==> src/rtl/tick_feed_tx.sv <==
// Byte-serial tick reassembler with a small FIFO and paced strobe output
// toward the strategy engines.
module tick_feed_tx #(
    parameter int FIFO_DEPTH   = 4,
    parameter int GAP_CYCLES   = 3,
    parameter int BYTE_TIMEOUT = 255
) (
    input  logic        clk,
    input  logic        rst_n,
    input  logic [7:0]  byte_in,
    input  logic        byte_valid,
    input  logic        feed_en,
    output logic [15:0] data_out,
    output logic        enable_out,
    output logic        fifo_full,
    output logic        overflow,
    output logic        frame_err
);

    localparam int AW = $clog2(FIFO_DEPTH);
    localparam int CW = AW + 1;
    localparam int GW = $clog2(GAP_CYCLES + 2);
    localparam int TW = $clog2(BYTE_TIMEOUT + 1);

    typedef enum logic {
        WAIT_HI,
        WAIT_LO
    } state_t;

    state_t state, state_next;

    logic [7:0]    hi;
    logic [TW-1:0] timer;
    logic [15:0]   mem [FIFO_DEPTH];
    logic [AW-1:0] rd_ptr, wr_ptr;
    logic [CW-1:0] count;
    logic [GW-1:0] gap;

    logic lo_seen, timeout, empty, pop, push;

    assign lo_seen   = (state == WAIT_LO) && byte_valid;
    assign timeout   = (state == WAIT_LO) && !byte_valid
                       && (timer == TW'(BYTE_TIMEOUT - 1));
    assign empty     = (count == '0);
    assign fifo_full = (count == CW'(FIFO_DEPTH));
    assign pop       = !empty && feed_en && (gap == '0);
    // A full FIFO still accepts a tick when a pop frees a slot this cycle
    assign push      = lo_seen && (!fifo_full || pop);

    always_ff @(posedge clk or negedge rst_n) begin
        if (!rst_n) state <= WAIT_HI;
        else        state <= state_next;
    end

    always_comb begin
        state_next = state;
        unique case (state)
            WAIT_HI: if (byte_valid) state_next = WAIT_LO;
            WAIT_LO: if (byte_valid || timeout) state_next = WAIT_HI;
            default: state_next = WAIT_HI;
        endcase
    end

    always_ff @(posedge clk or negedge rst_n) begin
        if (!rst_n) begin
            hi        <= '0;
            timer     <= '0;
            frame_err <= 1'b0;
            overflow  <= 1'b0;
        end else begin
            frame_err <= timeout;
            if (state == WAIT_HI && byte_valid) begin
                hi    <= byte_in;
                timer <= '0;
            end else if (state == WAIT_LO && !byte_valid && !timeout) begin
                timer <= timer + TW'(1);
            end
            if (lo_seen && !push) overflow <= 1'b1;
        end
    end

    always_ff @(posedge clk) begin
        if (push) mem[wr_ptr] <= {hi, byte_in};
    end

    always_ff @(posedge clk or negedge rst_n) begin
        if (!rst_n) begin
            rd_ptr <= '0;
            wr_ptr <= '0;
            count  <= '0;
        end else begin
            if (push) wr_ptr <= wr_ptr + AW'(1);
            if (pop)  rd_ptr <= rd_ptr + AW'(1);
            if (push && !pop)      count <= count + CW'(1);
            else if (pop && !push) count <= count - CW'(1);
        end
    end

    always_ff @(posedge clk or negedge rst_n) begin
        if (!rst_n) begin
            data_out   <= '0;
            enable_out <= 1'b0;
            gap        <= '0;
        end else if (pop) begin
            data_out   <= mem[rd_ptr];
            enable_out <= 1'b1;
            gap        <= GW'(GAP_CYCLES);
        end else begin
            enable_out <= 1'b0;
            if (gap != '0) gap <= gap - GW'(1);
        end
    end

endmodule

==> config.mk <==
export PLATFORM = sky130hd
export DESIGN_NAME = tick_feed_tx
export DESIGN_NICKNAME = d
export VERILOG_FILES = /design/src/rtl/tick_feed_tx.sv
export SDC_FILE = /design/constraint.sdc
export NUM_CORES = 1
export LEC_CHECK = 0
export ABC_AREA = 1
export BUFFER_PORTS_ARGS = -buffer_cell sky130_fd_sc_hd__buf_2
export CORE_ASPECT_RATIO = 0.6
export CORE_MARGIN = 5
export CORE_UTILIZATION = 56
export CTS_BUF_LIST = sky130_fd_sc_hd__clkbuf_2
export DETAILED_ROUTE_END_ITERATION = 10
export GPL_TIMING_DRIVEN = 0
export PLACE_DENSITY = 0.78
export SETUP_SLACK_MARGIN = 0.05
export SLEW_MARGIN = 10
export SYNTH_ARGS = -nofsm -noshare
export SYNTH_HDL_FRONTEND = slang
export SYNTH_SLANG_ARGS = --single-unit
==> constraint.sdc <==
create_clock -name clk -period 2.2 [get_ports clk]
set_input_delay 0.11 -clock clk [delete_from_list [all_inputs] [get_ports clk]]
set_output_delay 0.11 -clock clk [all_outputs]
set_load 0.01 [all_outputs]
==> metrics.cfg, run 1 <==
[run_status]
outcome=finished, final reports clean

[run]
maxCapViolCount=0

[synthesis]
yosysWarnings=0
synth-compound-area-share_pct=7.173
synthCells=418
muxShareOfSynthArea_pct=0.2492
synthAdderAreaFrac_pct=2.935
synth_top_area_share_pct=42.54
synthDistinctLibCells=26
synth_nets=440
synth_top_family_by_area=simple AND/OR/NAND/NOR gates
synth_most_common_cell=nand2_1
synth_area_leader_cell=edfxtp_1
synth-simple-area-share_pct=16.51
async_reset_ff_share_pct=41.82
yosysSeqAreaShare_pct=68.01
synthFlopType=edfxtp_1
syn_area_mm2=0.004518
ys_top_cells_by_count=102 x nand2_1, 64 x edfxtp_1, 62 x nor2_1
yosys.area_share.xor_xnor_pct=0.7754
ys_ff_latch=110
synth.avg_cell_area_um2=10.81
synth_edf_count=64
synth_area_leaders=edfxtp_1 43%, dfrtp_1 25%, nand2_1 8.5%, nor2_1 5.2%, o21ai_0 4.5%

[cells_and_area]
postLayoutCellArea_mm2=0.005354
fillers=610
fin_cells=598
area_delta_synth_final_pct=18.50
antenna_cells=0
drive_above_1_share_pct=19.80
nNetsFinal=507

[grt]
grt-ovfl-total=0
grt_pass1_vias=3107
grt_max_degree=47
antenna_found_initial=0
grt_pass1_wl_um=16120
grt.total_usage_pct=21.02

[floorplanning]
rows=25
io_pins=32
coreArea_mm2=0.007851
initial_core_util_pct=57.55
die-width_um=126.0
chipHeight_um=79.58
dieArea_mm2=0.01002

[pwr]
max-vdd-ir-drop_mv=0.5708
p_per_area_mw_per_mm2=1169
leakagePower_nw=2.321

[timing]
setup_viol=0
fin_crit_ns=2.178
hold_viol_final=0
worst_pin_slew_ns=0.5985
rsz0062_at_grt=true
fin_worst_skew_ns=0.02767
relSlewSlack_pct=60.10
clock.fmax_mhz=459.2
slew_viol_final=0
period_share_pct=98.98

[worst_setup_path]
cpMaxStageDelayCell=dfrtp_1
crit_top_cell=ha_4
cp-end-kind=flop
crit_arrival_ns=2.68
path_class=reg2reg
worstPathRequired_ns=2.70
r2r_end=count[2]
reg2regPathDepth=13
cp_cell_sequence=inv_2 -> ha_4 -> ha_4 -> inv_4 -> o211ai_4 -> nand2_4 -> inv_4 -> ha_4 -> inv_2 -> fa_2 -> a21oi_2 -> o21ai_1 -> xor2_1
cp-start-kind=flop
crit_buf_inv=4
cp_top_family=adder cells
r2r_setup_slack_ns=0.02
critPathMaxStageDelay_ns=0.44
crit_fanout=6
rr_startpoint=gap[0]

[placed_design]
gp_congestion=0.8455
dp_hpwl_um=6494
portBuffers=31
placed_cell_area_mm2=0.004897
placedCellCount=561

[worst_hold_path]
whs_endpoint=mem[0][1]
min_path_cells=2
hold_class=in2reg
hold_start=byte_in[1]

[clocking]
cts_tree=built
htree_levels=3
path_clk_slew_ns=0.28
cts_sinks=110
cts-buffers-inserted=9
clk_latency_ns=0.58
clockBufferDepth=2
root_buffer=clkbuf_2

[route]
drcViolationCount=0
wl_per_cell_um=16.40
drt_pre_antenna_iters=5
drt_wl_total_um=9808
drt_iter0_markers=251
final_antenna_net_count=0
viasPerCell=5.321
num_vias=3182

-- logic make-up after synthesis --
logic type               count (synthesis)
XOR/XNOR                                 4
adder cells (fa/ha/maj)                 10
flip-flops                             110
AND/OR/NAND/NOR                        187
buffers and inverters                   44
multiplexers                             1
AO/OA/AOI/OAI                           62
-- cell type report --
| type | count | area, µm² | share of cell area, % |
|---|---|---|---|
| Tap cell | 108 | 135.1 | 2.524 |
| Clock inverter | 7 | 136.4 | 2.547 |
| Inverter | 28 | 110.1 | 2.057 |
| Clock buffer | 9 | 45.04 | 0.8413 |
| Timing Repair Buffer | 57 | 419.2 | 7.829 |
| Buffer | 15 | 92.59 | 1.729 |
| Sequential cell | 110 | 3073 | 57.40 |
| Multi-Input combinational cell | 264 | 1343 | 25.08 |
-- power by group --
part | internal [mW] | switching, mW | leakage, nW | total, mW
Clock | 0.595 | 0.630 | 0.0995 | 1.23
Combinational | 0.830 | 1.34 | 1.06 | 2.17
Sequential | 2.63 | 0.239 | 1.16 | 2.87
-- what timing repair did --
| action | CTS | global route |
|---|---|---|
| pin swaps | 4 | 0 |
| hold buffers | 11 | 1 |
| resized for setup | 12 | 4 |
| setup buffers | 6 | 3 |
| endpoints found under the setup margin | 39 | 26 |
| endpoints found under the hold margin | 114 | 18 |
-- worst reg2reg max path, cell delays in order, from the launching register on --
cell      delay (ns)
dfrtp_1         0.44
inv_2           0.08
ha_4            0.14
ha_4            0.15
inv_4           0.04
o211ai_4        0.20
nand2_4         0.12
inv_4           0.08
ha_4            0.12
inv_2           0.04
fa_2            0.34
a21oi_2         0.12
o21ai_1         0.09
xor2_1          0.15
-- routing by layer --
layer	routed length, µm	global-route usage [%]	vias up
li1	-	-	1516
met1	4221	29.12	1514
met2	4572	32.61	140
met3	903	6.751	12
met4	110	5.353	0
met5	0	0	-
-- how the worst max path moves through the flow --
| stage | from | end | slack, ns | depth (start not counted) |
|---|---|---|---|---|
| 2_1_floorplan | gap[0] | mem[0][0] | -0.01 | 7 |
| 3_3_place_gp | gap[0] | mem[0][8] | -0.70 | 7 |
| 3_5_place_dp | gap[0] | count[2] | -0.23 | 13 |
| 4_1_cts | gap[0] | count[1] | 0.04 | 11 |
| 5_1_grt | gap[1] | count[2] | -0.08 | 13 |
| 6_report | gap[0] | count[2] | 0.02 | 13 |
-- sequential cells by signal, summed over array words and instances (netlist names) --
signal	flops
state	1
overflow	1
count	3
frame_err	1
data_out	16
timer	8
wr_ptr	2
gap	3
rd_ptr	2
hi	8
mem	64
enable_out	1
-- through the flow --
| step | util (%) | setup WS, ns | hold slack (ns) | setup TNS (ns) | power, mW |
|---|---|---|---|---|---|
| 6_report | 68.19 | 0.02245 | 0.2706 | 0 | 6.261 |
| 5_1_grt | 68.19 | -0.08221 | 0.2386 | -0.1201 | 6.680 |
| 4_1_cts | 67.31 | 0.03758 | 0.1994 | 0 | 6.243 |
| 3_5_place_dp | 62.37 | -0.2318 | 0.3491 | -1.867 | 4.872 |
| 3_3_place_gp | 61.53 | -0.6963 | 0.3472 | -41.09 | 4.728 |
| 2_1_floorplan | - | -0.01064 | -0.1856 | -0.6809 | 4.141 |
-- cell usage in the layout, fill, tap and decap left out, types with 2 or more instances in the layout --
cell	n
dlygate4sd3_1	12
o21ai_1	15
buf_8	3
a21oi_1	2
nor2_4	3
o21ai_0	40
buf_4	9
buf_2	41
nand3_1	16
nor3_1	2
nand2_1	101
dfrtp_1	46
nor2_2	3
inv_1	21
nor2_1	57
inv_4	2
bufinv_16	4
ha_1	6
ha_4	3
clkbuf_2	9
inv_2	5
xor2_1	3
clkbuf_1	3
nand2_2	3
o21bai_1	2
edfxtp_1	64
buf_12	2
buf_6	2
Power figures use the tool's default switching activity.
==> run 2: changes to the inputs <==
Settings changed: PLACE_DENSITY 0.78 to 0.87.
==> metrics.cfg, run 2 (synthesis results as in run 1) <==
[run_status]
outcome=finished, final reports clean  ; unchanged

[timing]
fin_worst_skew_ns=0.01989  ; was 0.02767 ns
fin_crit_ns=2.110  ; was 2.178 ns
relSlewSlack_pct=27.56  ; was 60.10%
fin_ws_ns=0.08977  ; was 0.02245 ns
clock.fmax_mhz=473.9  ; was 459.2 MHz
period_share_pct=95.92  ; was 98.98%
worst_pin_slew_ns=1.087  ; was 0.5985 ns
setup_viol=0  ; unchanged
rsz0062_at_grt=true  ; unchanged
hold_viol_final=0  ; unchanged
slew_viol_final=0  ; unchanged

[route]
drt_pre_antenna_iters=5  ; unchanged
drt_wl_total_um=9717  ; was 9808 µm
drt_iter0_markers=316  ; was 251
wl_per_cell_um=16.25  ; was 16.40 µm
viasPerCell=5.321  ; unchanged
final_antenna_net_count=0  ; unchanged
drcViolationCount=0  ; unchanged
num_vias=3182  ; unchanged

[placed_design]
dp_hpwl_um=6456  ; was 6494 µm
pre_cts_slack_ns=-0.2319  ; was -0.2318 ns
placedCellCount=560  ; was 561
portBuffers=31  ; unchanged
gp_congestion=0.8348  ; was 0.8455

[cells_and_area]
nNetsFinal=507  ; unchanged
largest_reg_flops=64  ; unchanged
regMostFlops=mem  ; unchanged
multi_input_area_mm2=0.001338  ; was 0.001343 mm²
final_cell_mix=101 x nand2_1, 64 x edfxtp_1, 57 x nor2_1  ; unchanged
reg.largest.list=mem x64, data_out x16  ; unchanged
fin_cells=598  ; unchanged
final-seq-area_mm2=0.003073  ; unchanged
antenna_cells=0  ; unchanged
layout_commonest_cell=nand2_1  ; unchanged
fillers=606  ; was 610
drive_above_1_share_pct=19.80  ; unchanged
area_delta_synth_final_pct=16.59  ; was 18.50%

[clocking]
cts-buffers-inserted=9  ; unchanged
cts_tree=built  ; unchanged
clockBufferDepth=2  ; unchanged
clk_latency_ns=0.56  ; was 0.58 ns
root_buffer=clkbuf_2  ; unchanged
cts_sinks=110  ; unchanged
path_clk_slew_ns=0.26  ; was 0.28 ns
htree_levels=3  ; unchanged

[worst_setup_path]
worstPathRequired_ns=2.70  ; about the same
cp-end-kind=flop  ; unchanged
path_class=reg2reg  ; unchanged
cp-start-kind=flop  ; unchanged
crit_fanout=4  ; was 6
cpMaxStageDelayCell=dfrtp_1  ; unchanged
cp_cell_sequence=inv_2 -> ha_4 -> ha_4 -> inv_4 -> o211ai_4 -> nand2_4 -> inv_2 -> ha_4 -> inv_2 -> fa_2 -> a21oi_2 -> o21ai_1 -> xor2_1  ; was inv_2 -> ha_4 -> ha_4 -> inv_4 -> o211ai_4 -> nand2_4 -> inv_4 -> ha_4 -> inv_2 -> fa_2 -> a21oi_2 -> o21ai_1 -> xor2_1
crit_arrival_ns=2.61  ; was 2.68 ns
critPathMaxStageDelay_ns=0.44  ; about the same

[worst_hold_path]
hold_class=in2async  ; was in2reg

[floorplanning]
rows=25  ; unchanged
chipHeight_um=79.58  ; unchanged
io_pins=32  ; unchanged
initial_core_util_pct=57.55  ; unchanged
dieArea_mm2=0.01002  ; unchanged
die-width_um=126.0  ; unchanged
coreArea_mm2=0.007851  ; unchanged

[pwr]
power.switching_mw=2.191  ; was 2.208 mW
leakagePower_nw=2.286  ; was 2.321 nW
pwr-share-clk_pct=14.6  ; was 19.6%
switching_share_pct=36.91  ; was 35.26%
p_int_mw=3.745  ; was 4.053 mW
seqPwrFrac_pct=48.2  ; was 45.8%
power.share.combinational_pct=37.2  ; was 34.7%
p_per_area_mw_per_mm2=1127  ; was 1169 mW/mm²
max-vdd-ir-drop_mv=0.6457  ; was 0.5708 mV

[grt]
grt_max_degree=47  ; unchanged
grt-ovfl-total=0  ; unchanged
antenna_found_initial=0  ; unchanged
grt.total_usage_pct=20.62  ; was 21.02%
grt_pass1_vias=3125  ; was 3,107
grt_pass1_wl_um=15800  ; was 16,120 µm

[run]
maxCapViolCount=0  ; unchanged

[run 2: cell count changes in the layout (fill, tap and decap cells not counted), sizes merged]
cell,previous run,this run
clkinv,2,3
clkbuf,12,14
dlygate4sd3,12,11
bufinv,4,1
buf,57,58
[run 2: per-layer routing]
metal / part of all wire, % / global-route usage [%] / vias up
li1: - / - / 1514
met1: 44 / 27.98 / 1535
met2: 46 / 33.35 / 122
met3: 8.8 / 6.083 / 11
met4: 1.2 / 4.818 / 0
met5: 0 / 0 / -
[run 2: cell type report]
cell class              instances  share of cell area [%]
clock buffers                  11                   1.045
repair buffers                 57                   7.910
clock inverters                 5                  0.9501
flip-flops and latches        110                   58.34
well taps                     108                   2.565
multi-input cells             264                   25.39
plain buffers                  15                   1.758
inverters                      28                   2.043
[run 2: critical path: cells and delay by family, from the launching register on]
| kind | cells | cell delay [ns] |
|---|---|---|
| xor gates and xnor gates | 1 | 0.14 |
| DFF | 1 | 0.44 |
| buffers and inverters | 4 | 0.23 |
| and+or+nand+nor | 1 | 0.07 |
| AOI/OAI and AO/OA | 3 | 0.41 |
| adders and majority gates | 4 | 0.75 |
[run 2: what timing repair did]
item | 4_1_cts | 5_1_grt
cloned | 0 | 0
buffers inserted | 6 | 6
resized for setup | 9 | 6
endpoints found under the hold margin | 111 | 0
pin swaps | 3 | 2
hold buffers | 11 | 0
setup endpoints to repair | 18 | 21
[run 2: path summary, 6_finish.rpt]
check | cells after the start | startpoint | end | slack [ns]
max reg2reg | 13 | gap[0] | count[2] | 0.09
min in group clk | 2 | byte_in[1] | mem[0][1] | 0.30
min | 2 | rst_n | gap[1] | 0.23
min reg2reg | 2 | data_out[7] | data_out[7] | 0.51
max in group asynchronous | 2 | rst_n | hi[0] | 1.30
max | 13 | gap[0] | count[2] | 0.09
[run 2: through the flow]
step	area (µm²)	hold slack, ns	total power [mW]	TNS [ns]	util, %
6_report	5268	0.2316	5.936	0	67.09
5_1_grt	5268	0.2496	6.338	-0.04882	67.09
4_1_cts	5181	0.2411	5.841	0	65.99
3_5_place_dp	4886	0.3487	4.872	-4.038	62.23
3_3_place_gp	4831	0.3414	4.702	-35.56	61.53
2_1_floorplan	4541	-0.1856	4.141	-0.6809	-
[run 2: power by group through the flow]
stage / registers (mW) / clock network [mW] / logic [mW]
after floorplan: 2.92 / 0 / 1.22
after global placement: 2.87 / 0 / 1.83
after detailed placement: 2.90 / 0 / 1.97
after CTS: 2.86 / 0.880 / 2.10
after global routing: 2.91 / 0.963 / 2.46
final: 2.86 / 0.868 / 2.21
==> run 3: changes to the inputs <==
Settings changed: ABC_AREA 1 to unset.
==> metrics.cfg, run 3 <==
[run_status]
outcome=finished, final reports clean  ; unchanged

[placed_design]
placed_cell_area_mm2=0.004807  ; was 0.004886 mm²
portBuffers=31  ; unchanged
gp_congestion=0.8740  ; was 0.8348
dp_hpwl_um=5423  ; was 6456 µm

[synthesis]
synth_top_family_by_area=multiplexers  ; was simple AND/OR/NAND/NOR gates
yosysWarnings=0  ; unchanged
async_reset_ff_share_pct=41.82  ; unchanged
synth-simple-area-share_pct=8.238  ; was 16.51%
yosysSeqAreaShare_pct=68.58  ; was 68.01%
ys_ff_latch=110  ; unchanged
yosys.area_share.xor_xnor_pct=1.173  ; was 0.7754%
synthCells=277  ; was 418
synthAdderAreaFrac_pct=2.960  ; was 2.935%
synth_most_common_cell=edfxtp_1  ; was nand2_1
synth-compound-area-share_pct=4.356  ; was 7.173%
muxShareOfSynthArea_pct=12.01  ; was 0.2492%
synth.avg_cell_area_um2=16.18  ; was 10.81 µm²
syn_area_mm2=0.004481  ; was 0.004518 mm²
ys_top_cells_by_count=64 x edfxtp_1, 56 x nand2_1, 46 x dfrtp_1  ; was 102 x nand2_1, 64 x edfxtp_1, 62 x nor2_1
synth_edf_count=64  ; unchanged
synthDistinctLibCells=44  ; was 26
synth_area_leaders=edfxtp_1 43%, dfrtp_1 26%, mux4_1 4.7%, nand2_1 4.7%, mux4_2 4.0%  ; was edfxtp_1 43%, dfrtp_1 25%, nand2_1 8.5%, nor2_1 5.2%, o21ai_0 4.5%
synth_top_area_share_pct=42.89  ; was 42.54%
synth_nets=299  ; was 440
synth_area_leader_cell=edfxtp_1  ; unchanged
synthFlopType=edfxtp_1  ; unchanged

[cells_and_area]
area_delta_synth_final_pct=15.25  ; was 16.59%
final_cell_mix=64 x edfxtp_1, 55 x nand2_1, 45 x dfrtp_1  ; was 101 x nand2_1, 64 x edfxtp_1, 57 x nor2_1
postLayoutCellArea_mm2=0.005164  ; was 0.005268 mm²
antenna_cells=0  ; unchanged
finish.utilization_pct=66.03  ; was 67.09%
largest_reg_flops=64  ; unchanged
layout_commonest_cell=edfxtp_1  ; was nand2_1
reg.largest.list=mem x64, data_out x16  ; unchanged
regMostFlops=mem  ; unchanged
nNetsFinal=363  ; was 507
drive_above_1_share_pct=27.46  ; was 19.80%

[timing]
setup_viol=0  ; unchanged
clock.fmax_mhz=479.2  ; was 473.9 MHz
period_share_pct=94.86  ; was 95.92%
slew_viol_final=0  ; unchanged
relSlewSlack_pct=27.81  ; was 27.56%
fin_worst_skew_ns=0.02676  ; was 0.01989 ns
hold_viol_final=0  ; unchanged
fin_crit_ns=2.087  ; was 2.110 ns
worst_pin_slew_ns=1.083  ; was 1.087 ns
rsz0062_at_grt=true  ; unchanged

[floorplanning]
rows=25  ; unchanged
coreArea_mm2=0.007820  ; was 0.007851 mm²
io_pins=32  ; unchanged
initial_core_util_pct=57.30  ; was 57.55%
dieArea_mm2=0.009948  ; was 0.01002 mm²
chipHeight_um=79.29  ; was 79.58 µm
die-width_um=125.5  ; was 126.0 µm

[grt]
grt_pass1_wl_um=13520  ; was 15,800 µm
grt_use_met1_pct=24.85  ; was 27.98%
use_met2_pct=27.93  ; was 33.35%
grt_max_degree=47  ; unchanged
antenna_found_initial=0  ; unchanged
grt_busiest_layer=met2  ; unchanged
grt.total_usage_pct=17.98  ; was 20.62%
grt-ovfl-total=0  ; unchanged
grt_pass1_vias=2568  ; was 3,125
use_met3_pct=5.712  ; was 6.083%

[worst_setup_path]
cp-start-kind=flop  ; unchanged
critPathMaxStageDelay_ns=0.44  ; about the same
worstPathRequired_ns=2.75  ; was 2.70 ns
path_class=reg2reg  ; unchanged
cpMaxStageDelayCell=dfrtp_1  ; unchanged
crit_top_cell=ha_4
cp-end-kind=flop  ; unchanged
cp_top_family=adder cells  ; unchanged
crit_arrival_ns=2.63  ; was 2.61 ns
cp_cell_sequence=inv_2 -> ha_4 -> ha_4 -> nand2_4 -> a21oi_4 -> ha_4 -> inv_2 -> fa_2 -> xor2_1 -> nor2_1 -> xor2_1  ; was inv_2 -> ha_4 -> ha_4 -> inv_4 -> o211ai_4 -> nand2_4 -> inv_2 -> ha_4 -> inv_2 -> fa_2 -> a21oi_2 -> o21ai_1 -> xor2_1
crit_buf_inv=2  ; was 4
crit_fanout=4  ; unchanged

[route]
drt_pre_antenna_iters=4  ; was 5
drt_wl_total_um=8169  ; was 9717 µm
num_vias=2517  ; was 3,182
final_antenna_net_count=0  ; unchanged
viasPerCell=5.544  ; was 5.321
drcViolationCount=0  ; unchanged
drt_iter0_markers=249  ; was 316
wl_per_cell_um=17.99  ; was 16.25 µm

[clocking]
path_clk_slew_ns=0.27  ; was 0.26 ns
cts-buffers-inserted=9  ; unchanged
htree_levels=3  ; unchanged
cts_tree=built  ; unchanged
root_buffer=clkbuf_2  ; unchanged
clk_latency_ns=0.59  ; was 0.56 ns
clockBufferDepth=2  ; unchanged
cts_sinks=110  ; unchanged

[pwr]
p_per_area_mw_per_mm2=1095  ; was 1127 mW/mm²
max-vdd-ir-drop_mv=0.7035  ; was 0.6457 mV
leakagePower_nw=2.120  ; was 2.286 nW

[worst_hold_path]
hold_class=in2reg  ; was in2async

[run]
maxCapViolCount=0  ; unchanged

## run 3: cell families after synthesis
group                    Yosys count
flip-flops                       110
AND/OR/NAND/NOR                   81
multiplexers                      29
AO/OA/AOI/OAI                     22
buffers and inverters             19
adder cells (fa/ha/maj)           10
XOR/XNOR                           6
## run 3: final timing paths
check                      slack (ns)          end      from  cells after the start
max                              0.11     count[2]    gap[1]                     11
min                              0.05    wr_ptr[0]   feed_en                      5
max reg2reg                      0.11     count[2]    gap[1]                     11
min reg2reg                      0.50     overflow  overflow                      1
max in group asynchronous        1.29     count[0]     rst_n                      2
min in group asynchronous        0.19  data_out[0]     rst_n                      2
## run 3: metal layers
| metal | wire length [µm] | vias up | share of wire [%] |
|---|---|---|---|
| met5 | 0 | - | 0 |
| met2 | 3868 | 80 | 47 |
| met3 | 593 | 11 | 7.3 |
| met4 | 92 | 0 | 1.1 |
| met1 | 3615 | 1249 | 44 |
| li1 | - | 1177 | - |
## run 3: per-stage QoR
stage	hold WS [ns]	setup TNS [ns]	power, mW	std cells	setup slack (ns)
6_report	0.05268	0	5.654	454	0.1132
2_1_floorplan	-0.1856	0	4.067	277	0.08892
5_1_grt	0.009168	-0.02487	6.022	454	-0.02487
4_1_cts	0.02588	0	5.623	447	0.01308
3_3_place_gp	0.3387	-6.653	4.489	416	-0.2118
3_5_place_dp	0.3485	-11.30	4.596	416	-0.2259
## run 3: worst reg2reg max path: stages (launching register included)
cell and delay, ns:
dfrtp_1 0.44, inv_2 0.08, ha_4 0.14, ha_4 0.16
nand2_4 0.07, a21oi_4 0.20, ha_4 0.17, inv_2 0.03
fa_2 0.33, xor2_1 0.16, nor2_1 0.11, xor2_1 0.15
## run 3: where the power goes
part,internal (mW),switching (mW)
combinational,0.883,0.876
sequential,2.64,0.253
clock,0.368,0.633
total,3.89,1.76
## run 3: timing repair
action                     CTS  global route
hold endpoints to repair    94             0
setup buffers                2             7
setup endpoints to repair   66             2
hold buffers                13             0
gates resized for setup      6             5
pin swaps                    2             4
## run 3: area by class of cell
class | instances | area, µm²
fill | 579 | 2656
clock buffer | 9 | 45.04
inverter | 9 | 36.28
tap | 108 | 135.1
sequential | 110 | 3074
multi-input combinational | 148 | 1348
buffer | 10 | 83.83
clock inverter | 7 | 88.84
timing repair buffer | 53 | 352.8
